$ cat src/rtl/sramlike_bus_arbiter_pkg.sv
// Shared encodings for the two-master sram-like bus arbiter: FSM states,
// transaction owner identifiers and sram-like transfer size codes.
package sramlike_bus_arbiter_pkg;

    typedef enum logic [1:0] {
        ARB_IDLE = 2'd0,
        ARB_ADDR = 2'd1,
        ARB_DATA = 2'd2
    } arb_state_t;

    localparam logic OWN_INST = 1'b0;
    localparam logic OWN_DATA = 1'b1;

    localparam logic [1:0] SZ_BYTE = 2'b00;
    localparam logic [1:0] SZ_HALF = 2'b01;
    localparam logic [1:0] SZ_WORD = 2'b10;

endpackage

$ cat src/rtl/sramlike_bus_arbiter.sv
// Shares one sram-like slave port between instruction and data masters, one
// outstanding transaction. Define ARB_ROUND_ROBIN_EN for alternating grants.
module sramlike_bus_arbiter
    import sramlike_bus_arbiter_pkg::*;
#(
    parameter int unsigned ADDR_W = 32,
    parameter int unsigned DATA_W = 32
) (
    input  logic              clk,
    input  logic              rst,

    input  logic              i_req,
    input  logic              i_wr,
    input  logic [1:0]        i_size,
    input  logic [ADDR_W-1:0] i_addr,
    input  logic [DATA_W-1:0] i_wdata,
    output logic              i_addr_ok,
    output logic              i_data_ok,
    output logic [DATA_W-1:0] i_rdata,

    input  logic              d_req,
    input  logic              d_wr,
    input  logic [1:0]        d_size,
    input  logic [ADDR_W-1:0] d_addr,
    input  logic [DATA_W-1:0] d_wdata,
    output logic              d_addr_ok,
    output logic              d_data_ok,
    output logic [DATA_W-1:0] d_rdata,

    output logic              m_req,
    output logic              m_wr,
    output logic [1:0]        m_size,
    output logic [ADDR_W-1:0] m_addr,
    output logic [DATA_W-1:0] m_wdata,
    input  logic              m_addr_ok,
    input  logic              m_data_ok,
    input  logic [DATA_W-1:0] m_rdata
);

    arb_state_t state, state_nxt;
    logic       owner, owner_nxt;
    logic       grant;
    logic       sel;
    logic       sel_req;
    logic       req_int;
    logic       addr_ok_int;
    logic       data_ok_int;

`ifdef ARB_ROUND_ROBIN_EN
    logic       last_grant;
`endif

    // Grant is only meaningful in IDLE; afterwards the latched owner steers the mux.
    always_comb begin
        grant = d_req ? OWN_DATA : OWN_INST;
`ifdef ARB_ROUND_ROBIN_EN
        if (d_req && i_req) begin
            grant = (last_grant == OWN_INST) ? OWN_DATA : OWN_INST;
        end
`endif
    end

    assign sel     = (state == ARB_IDLE) ? grant : owner;
    assign sel_req = (sel == OWN_DATA) ? d_req : i_req;

    always_comb begin
        state_nxt   = state;
        owner_nxt   = owner;
        req_int     = 1'b0;
        addr_ok_int = 1'b0;
        data_ok_int = 1'b0;
        case (state)
            ARB_IDLE: begin
                req_int = sel_req;
                if (sel_req) begin
                    owner_nxt   = grant;
                    addr_ok_int = m_addr_ok;
                    state_nxt   = m_addr_ok ? ARB_DATA : ARB_ADDR;
                end
            end
            ARB_ADDR: begin
                req_int = sel_req;
                // A dropped request is a pipeline flush: abandon without issuing.
                if (!sel_req) begin
                    state_nxt = ARB_IDLE;
                end else if (m_addr_ok) begin
                    addr_ok_int = 1'b1;
                    state_nxt   = ARB_DATA;
                end
            end
            ARB_DATA: begin
                data_ok_int = m_data_ok;
                if (m_data_ok) begin
                    state_nxt = ARB_IDLE;
                end
            end
            default: begin
                state_nxt = ARB_IDLE;
            end
        endcase
    end

    always_ff @(posedge clk) begin
        if (rst) begin
            state <= ARB_IDLE;
            owner <= OWN_INST;
        end else begin
            state <= state_nxt;
            owner <= owner_nxt;
        end
    end

`ifdef ARB_ROUND_ROBIN_EN
    always_ff @(posedge clk) begin
        if (rst) begin
            last_grant <= OWN_INST;
        end else if ((state != ARB_DATA) && (state_nxt == ARB_DATA)) begin
            last_grant <= owner_nxt;
        end
    end
`endif

    assign m_req   = req_int & ~rst;
    assign m_wr    = (sel == OWN_DATA) ? d_wr    : i_wr;
    assign m_size  = (sel == OWN_DATA) ? d_size  : i_size;
    assign m_addr  = (sel == OWN_DATA) ? d_addr  : i_addr;
    assign m_wdata = (sel == OWN_DATA) ? d_wdata : i_wdata;

    assign i_addr_ok = addr_ok_int & (sel == OWN_INST) & ~rst;
    assign d_addr_ok = addr_ok_int & (sel == OWN_DATA) & ~rst;
    assign i_data_ok = data_ok_int & (owner == OWN_INST) & ~rst;
    assign d_data_ok = data_ok_int & (owner == OWN_DATA) & ~rst;

    assign i_rdata = m_rdata;
    assign d_rdata = m_rdata;

endmodule

$ cat config.mk
export PLATFORM = sky130hd
export DESIGN_NAME = sramlike_bus_arbiter
export DESIGN_NICKNAME = d
export VERILOG_FILES = /design/src/rtl/sramlike_bus_arbiter_pkg.sv /design/src/rtl/sramlike_bus_arbiter.sv
export SDC_FILE = /design/constraint.sdc
export NUM_CORES = 1
export LEC_CHECK = 0
export BUFFER_PORTS_ARGS = -buffer_cell sky130_fd_sc_hd__buf_2
export CELL_PAD_IN_SITES_DETAIL_PLACEMENT = 2
export CELL_PAD_IN_SITES_GLOBAL_PLACEMENT = 2
export CORE_ASPECT_RATIO = 0.6
export CORE_UTILIZATION = 10
export DETAILED_ROUTE_END_ITERATION = 16
export PLACE_DENSITY = 0.9
export SETUP_SLACK_MARGIN = 0.05
export SYNTH_ARGS = -nofsm -noshare
export SYNTH_HDL_FRONTEND = slang
export SYNTH_SLANG_ARGS = --single-unit
$ cat constraint.sdc
create_clock -name clk -period 2.6 [get_ports clk]
set_clock_uncertainty 0.1 [all_clocks]
set_input_delay 0.65 -clock clk [delete_from_list [all_inputs] [get_ports clk]]
set_output_delay 0.65 -clock clk [all_outputs]
set_load 0.02 [all_outputs]
==> flow_metrics.tcl, run 1 <==
set metrics [dict create \
    p_sw_mw 0.494 \
    ys_ff_latch 3 \
    grtUsageTotal_pct 9.65 \
    hold_path_class "reg -> reg" \
    drc 0 \
    max_cap_violations 0 \
    yosysUniqueCellTypes 23 \
    max_freq_mhz 387 \
    final-seq-area_um2 65.1 \
    r2r_start "state[1]" \
    rsz0062_at_grt "yes" \
    rows 35 \
    relSlewSlack_pct 81.2 \
    slew_violations 0 \
    core_area_mm2 0.0154 \
    ctsHtreeMaxLevel 1 \
    viasPerCell 3.40 \
    end_kind "output port" \
    grt_max_degree 21 \
    finalCritPeriodShare_pct 99.3 \
    syn-instance-count 163 \
    p_comb_share_pct 78.0 \
    gr-total-overflow 0 \
    grt_pass1_vias 1984 \
    synth_edf_count 0 \
    fin_crit_ns 2.58 \
    clkTransAtPathRegs_ns 0.03 \
    nets 499 \
    cts_max_path_buffers 2 \
    drtAntennaViolNets 0 \
    setup_viol 0 \
    clkLatencyLatePin_ns 0.22 \
    crit_arrival_ns 1.83 \
    switching_share_pct 36.0 \
    power.internal_mw 0.876 \
    fin_cells 529 \
    worst_ir_drop_vdd_v 0.000146 \
    wl_per_cell_um 17.5 \
    p_leak_nw 1.85 \
    clockRootBuffer "clkbuf_16" \
    ys_seq_area_share_pct 3.80 \
    cts_sinks 3 \
    finalHoldViolCount 0 \
    vias 1801 \
    async_flop_share_pct 0 \
    cts_buffers 3 \
    initial_core_util_pct 10.3 \
    gp_congestion 0.890 \
    crit_fanout 8 \
    preCtsSetupSlack_ns -0.0102 \
    seqPwrFrac_pct 4.1 \
    routed_wl_mm 9.26 \
    tightest_slew_ns 0.281 \
    ys.flop_type "dfxtp_1" \
    timing.hold.ws_ns 0.505 \
    dp.cells 511 \
    outcome "complete, no violations" \
    postCtsHoldBufs 0 \
    cp-startpoint "d_req" \
    fin_ws_ns 0.0187 \
    die_area_mm2 0.0163 \
    fill_cells 1743 \
    hp-start "owner" \
    startpoint_type "primary input" \
    synth_nets 335 \
    chipHeight_um 99.4 \
    tritoncts "yes" \
    drt_iter0_markers 58 \
    portBuffers 211 \
    first_pass_iters 4 \
    io_pins 308 \
    dpl.hpwl_mm 6.81 \
    crit_required_ns 1.85 \
    fp.dieW_um 164 \
    syn2layout_area_growth_pct 117 \
    clockPowerShare_pct 17.9 \
    antenna_found_initial 0 \
    drive_above_1_share_pct 95.1 \
    antennaDiodeCount 0 \
    grt_first_pass_wirelength_mm 11.6 \
    power_density_mw_per_mm2 400 \
    worstSetupPathType "in -> out" \
    multi_input_area_mm2 0.00118 \
    syn_area_per_cell_um2 9.69 \
    ys_warn_count 0 \
    netlist_area_mm2 0.00158 \
]
## cells in the mapped netlist (2+ instances only)
master,number,area [um2]
a21oi_1,2,10.0
buf_4,64,480
buf_6,7,78.8
dfxtp_1,3,60.1
mux2_1,7,78.8
mux2_2,50,563
mux2_4,10,150
nand2b_1,2,12.5
nor2_1,4,15.0
## power by group through the flow
stage / clock network [mW] / logic (mW) / registers, mW
3_5_place_dp: 0 / 0.667 / 0.0576
4_1_cts: 0.250 / 0.802 / 0.0559
2_1_floorplan: 0 / 0.560 / 0.0566
6_report: 0.245 / 1.07 / 0.0561
3_3_place_gp: 0 / 0.651 / 0.0572
5_1_grt: 0.253 / 1.12 / 0.0573
## final timing paths
path	endpoint	slack, ns	depth (start not counted)
worst max register to register	owner	1.15	6
worst max-delay path	m_addr[19]	0.02	6
worst min-delay path	owner	0.51	2
worst min register to register	owner	0.51	2
## state kept, by name (all words and copies together), names as in the netlist
| register | cells |
|---|---|
| state | 2 |
| owner | 1 |
## cell usage in the layout, fill, tap and decap left out, drive strengths merged
cell	instances
a21oi	2
clkbuf	9
or4	1
mux2i	2
nor2	5
or4b	2
nor4	1
mux2	67
inv	1
dfxtp	3
nor3	1
nor3b	2
or4bb	1
o21ai	1
nand2b	2
buf	225
and2	1
## final cells by class
type / count / share of cell area, %
inverter: 1 / 0.110
clock buffer: 4 / 2.30
tap: 203 / 7.42
multi-input combinational: 88 / 34.5
sequential: 3 / 1.90
timing repair buffer: 230 / 53.8
## worst max-delay path: stages
cell	delay, ns
buf_2	0.13
mux2i_4	0.19
buf_12	0.21
clkbuf_16	0.19
mux2_4	0.31
buf_6	0.13
## kinds of logic after synthesis
group                  share of synthesized area [%]
buffers and inverters                           35.6
muxes                                           52.2
and+or+nand+nor                                 7.44
AOI/OAI and AO/OA                              0.950
DFF                                             3.80
## metal layers
| layer | wire length (um) | track usage [%] | up-vias |
|---|---|---|---|
| met3 | 855 | 3.46 | 5 |
| met2 | 4340 | 15.2 | 119 |
| met5 | 0 | 0 | - |
| li1 | - | - | 837 |
| met1 | 4030 | 12.9 | 840 |
| met4 | 30 | 1.21 | 0 |
## metrics by stage
step           instance area (um2)  utilization [%]  power (mW)  TNS [ns]
6_report                      3420             22.3        1.37         0
3_5_place_dp                  2390             15.6       0.725   -0.0222
3_3_place_gp                  2390             15.6       0.709         0
2_1_floorplan                 1580                -       0.617         0
4_1_cts                       2750             17.9        1.11    -0.639
5_1_grt                       3420             22.3        1.44     -1.67
## repair_timing
action / 4_1_cts / 5_1_grt
hold endpoints to repair: 0 / 0
cloned: 4 / 6
buffers inserted: 4 / 1
pin swaps: 1 / 1
gates resized for setup: 36 / 168
setup endpoints to repair: 67 / 69
Note: power is estimated with default switching activity, not from simulation.
==> run 2, diff against run 1 <==
--- a/config.mk
+++ b/config.mk
@@ -5,13 +5,14 @@
 export SDC_FILE = /design/constraint.sdc
 export NUM_CORES = 1
 export LEC_CHECK = 0
+export ABC_AREA = 1
 export BUFFER_PORTS_ARGS = -buffer_cell sky130_fd_sc_hd__buf_2
 export CELL_PAD_IN_SITES_DETAIL_PLACEMENT = 2
 export CELL_PAD_IN_SITES_GLOBAL_PLACEMENT = 2
 export CORE_ASPECT_RATIO = 0.6
 export CORE_UTILIZATION = 10
 export DETAILED_ROUTE_END_ITERATION = 16
-export PLACE_DENSITY = 0.9
+export PLACE_DENSITY = 0.95
 export SETUP_SLACK_MARGIN = 0.05
 export SYNTH_ARGS = -nofsm -noshare
 export SYNTH_HDL_FRONTEND = slang
==> run 2 against run 1 <==
  * Sequential share of layout area increased by 0.60 points
  * Combinational power fell by 25%
  * Area after synthesis down 2.4%
  * First-iteration DRC count is 38% lower
  * Largest cell class unchanged
  * Register-to-register slack lost 0.05 ns
  * Sequential cell count did not move
  * Cell count up 25%
  * Sequential power increased by 3%
  * Hold slack worse by 0.0095 ns
  * Largest power group unchanged
  * Routed wire length decreased by 13%
==> flow_metrics.tcl, run 2 <==
set metrics [dict create \
    outcome "complete, no violations" \
    routed_wl_mm 8.05 \
    grt_max_degree 28 \
    synth_most_common_cell "nand2_1" \
    grtUsageTotal_pct 9.39 \
    worst_ir_drop_vdd_v 0.000166 \
    finalCritPeriodShare_pct 92.0 \
    p_leak_nw 1.64 \
    max_cap_violations 0 \
    seqPwrFrac_pct 5.2 \
    ys_ff_latch 3 \
    clkTransAtPathRegs_ns 0.03 \
    chipHeight_um 98.2 \
    vias 2450 \
    max_flop_register "state" \
    syn2layout_area_growth_pct 58.7 \
    final_cell_mix "buf_2 (211), nand2_1 (207), inv_1 (9)" \
    clockRootBuffer "clkbuf_16" \
    die_area_mm2 0.0159 \
    dpl.hpwl_mm 7.09 \
    worstSetupPathType "reg -> out" \
    crit_fanout 27 \
    drtAntennaViolNets 0 \
    ys_seq_area_share_pct 3.89 \
    synthTopCellsByArea "nand2_1 (50%), buf_4 (32%), dfxtp_1 (3.9%)" \
    end_kind "output port" \
    gp_congestion 0.733 \
    fp.dieW_um 162 \
    grt_pass1_vias 2538 \
    crit_arrival_ns 1.64 \
    syn_area_per_cell_um2 4.85 \
    tightest_slew_ns 0.209 \
    gr-total-overflow 0 \
    ctsHtreeMaxLevel 1 \
    synth_edf_count 0 \
    nets 634 \
    switching_share_pct 51.2 \
    post-cts-setup-buffer-count 0 \
    viasPerCell 3.72 \
    rows 34 \
    final_common_cell "buf_2" \
    setup-tns-final_ns 0 \
    p_sw_mw 0.570 \
    cts_max_path_buffers 2 \
    synth.cells.most_frequent "nand2_1 (207), buf_4 (66), clkbuf_1 (9), inv_1 (9), nor2_1 (5)" \
    largest_reg_flops 2 \
    cts_sinks 3 \
    hold_path_class "reg -> reg" \
    fin_crit_ns 2.39 \
    cts_repair_resize_count 2 \
    synth_nets 490 \
    yosysUniqueCellTypes 17 \
    grt_first_pass_wirelength_mm 12.3 \
    slew_violations 0 \
    cts_buffers 3 \
    drt_iter0_markers 36 \
    relSlewSlack_pct 85.9 \
    timing.hold.ws_ns 0.496 \
    antenna_found_initial 0 \
    netlist_area_mm2 0.00154 \
    finalHoldViolCount 0 \
    core_area_mm2 0.0148 \
    drive_above_1_share_pct 48.8 \
    postCtsHoldBufs 0 \
    ys.flop_type "dfxtp_1" \
    first_pass_iters 5 \
    antennaDiodeCount 0 \
    tritoncts "yes" \
    netlist.area_leader.share_pct 50.4 \
    async_flop_share_pct 0 \
    drc 0 \
    p_comb_share_pct 72.4 \
    power.internal_mw 0.543 \
    rsz0062_at_grt "no" \
    ys_warn_count 0 \
    crit_required_ns 1.85 \
    synth_top_area_cell "nand2_1" \
    clkLatencyLatePin_ns 0.23 \
    power_density_mw_per_mm2 454 \
    reg_top3 "state (2), owner (1)" \
    startpoint_type "flop" \
    syn-instance-count 318 \
    setup_viol 0 \
    io_pins 308 \
    wl_per_cell_um 12.2 \
    portBuffers 211 \
    clockPowerShare_pct 22.4 \
    max_freq_mhz 418 \
    initial_core_util_pct 10.5 \
]
[run 2: changes by cell type after synthesis, moves of 2 or more]
cell,before,now
mux2_1,7,0
buf_4,64,66
o21ai_0,1,3
buf_6,7,2
nand3_1,0,2
nand4_1,0,4
nand2b_1,2,0
nand2_1,0,207
mux2_2,50,0
inv_1,1,9
clkbuf_1,0,9
mux2_4,10,0
[run 2: final cells by class]
class                   instances  area [um2]
inverters                      10        37.5
flip-flops and latches          3        61.3
multi-input cells             227         898
well taps                     198         248
repair buffers                217        1120
fillers                      1895       12300
clock buffers                   4        78.8
[run 2: power groups by stage]
stage / combinational (mW) / clock, mW / sequential [mW]
floorplan: 0.615 / 0 / 0.0563
global placement: 0.791 / 0 / 0.0575
detailed placement: 0.816 / 0 / 0.0578
CTS: 0.822 / 0.253 / 0.0573
global route: 0.891 / 0.257 / 0.0589
finish: 0.805 / 0.250 / 0.0577
[run 2: worst paths after layout]
check                start    endpoint  slack [ns]  cells past startpoint
setup / recovery  state[1]  m_addr[18]        0.21                      7
hold / removal    state[1]    state[1]        0.50                      2
setup reg to reg  state[1]       owner        1.10                      7
hold reg to reg   state[1]    state[1]        0.50                      2
[run 2: stage by stage]
step | instances | total power, mW | utilization (%) | instance area [um2] | setup slack (ns)
2_1_floorplan | 318 | 0.671 | - | 1540 | 0.220
3_3_place_gp | 655 | 0.849 | 16.0 | 2350 | 0.182
3_5_place_dp | 655 | 0.874 | 16.0 | 2350 | 0.186
4_1_cts | 659 | 1.13 | 16.5 | 2440 | 0.0290
5_1_grt | 659 | 1.21 | 16.6 | 2450 | 0.0625
6_report | 659 | 1.11 | 16.6 | 2450 | 0.208
[run 2: routing by layer]
metal  vias up  GRT usage [%]  share of wire [%]
li1       1172              -                  -
met3         5           4.42                 13
met4         0           1.23               0.46
met5         -              0                  0
met2       183           17.1                 49
met1      1090           10.1                 37
[run 2: logic make-up after synthesis]
logic type	after synthesis	synth area share, %
AOI/OAI and AO/OA	5	1.86
buffers and inverters	88	38.5
and+or+nand+nor	222	55.7
DFF	3	3.89
[run 2: critical path: stages, from the launching register on]
cell and delay (ns):
dfxtp_2 0.35, nor2_4 0.20, nor2_2 0.08, a21oi_4 0.18, buf_6 0.25, nand2_1 0.07, nand2_1 0.09, buf_2 0.17
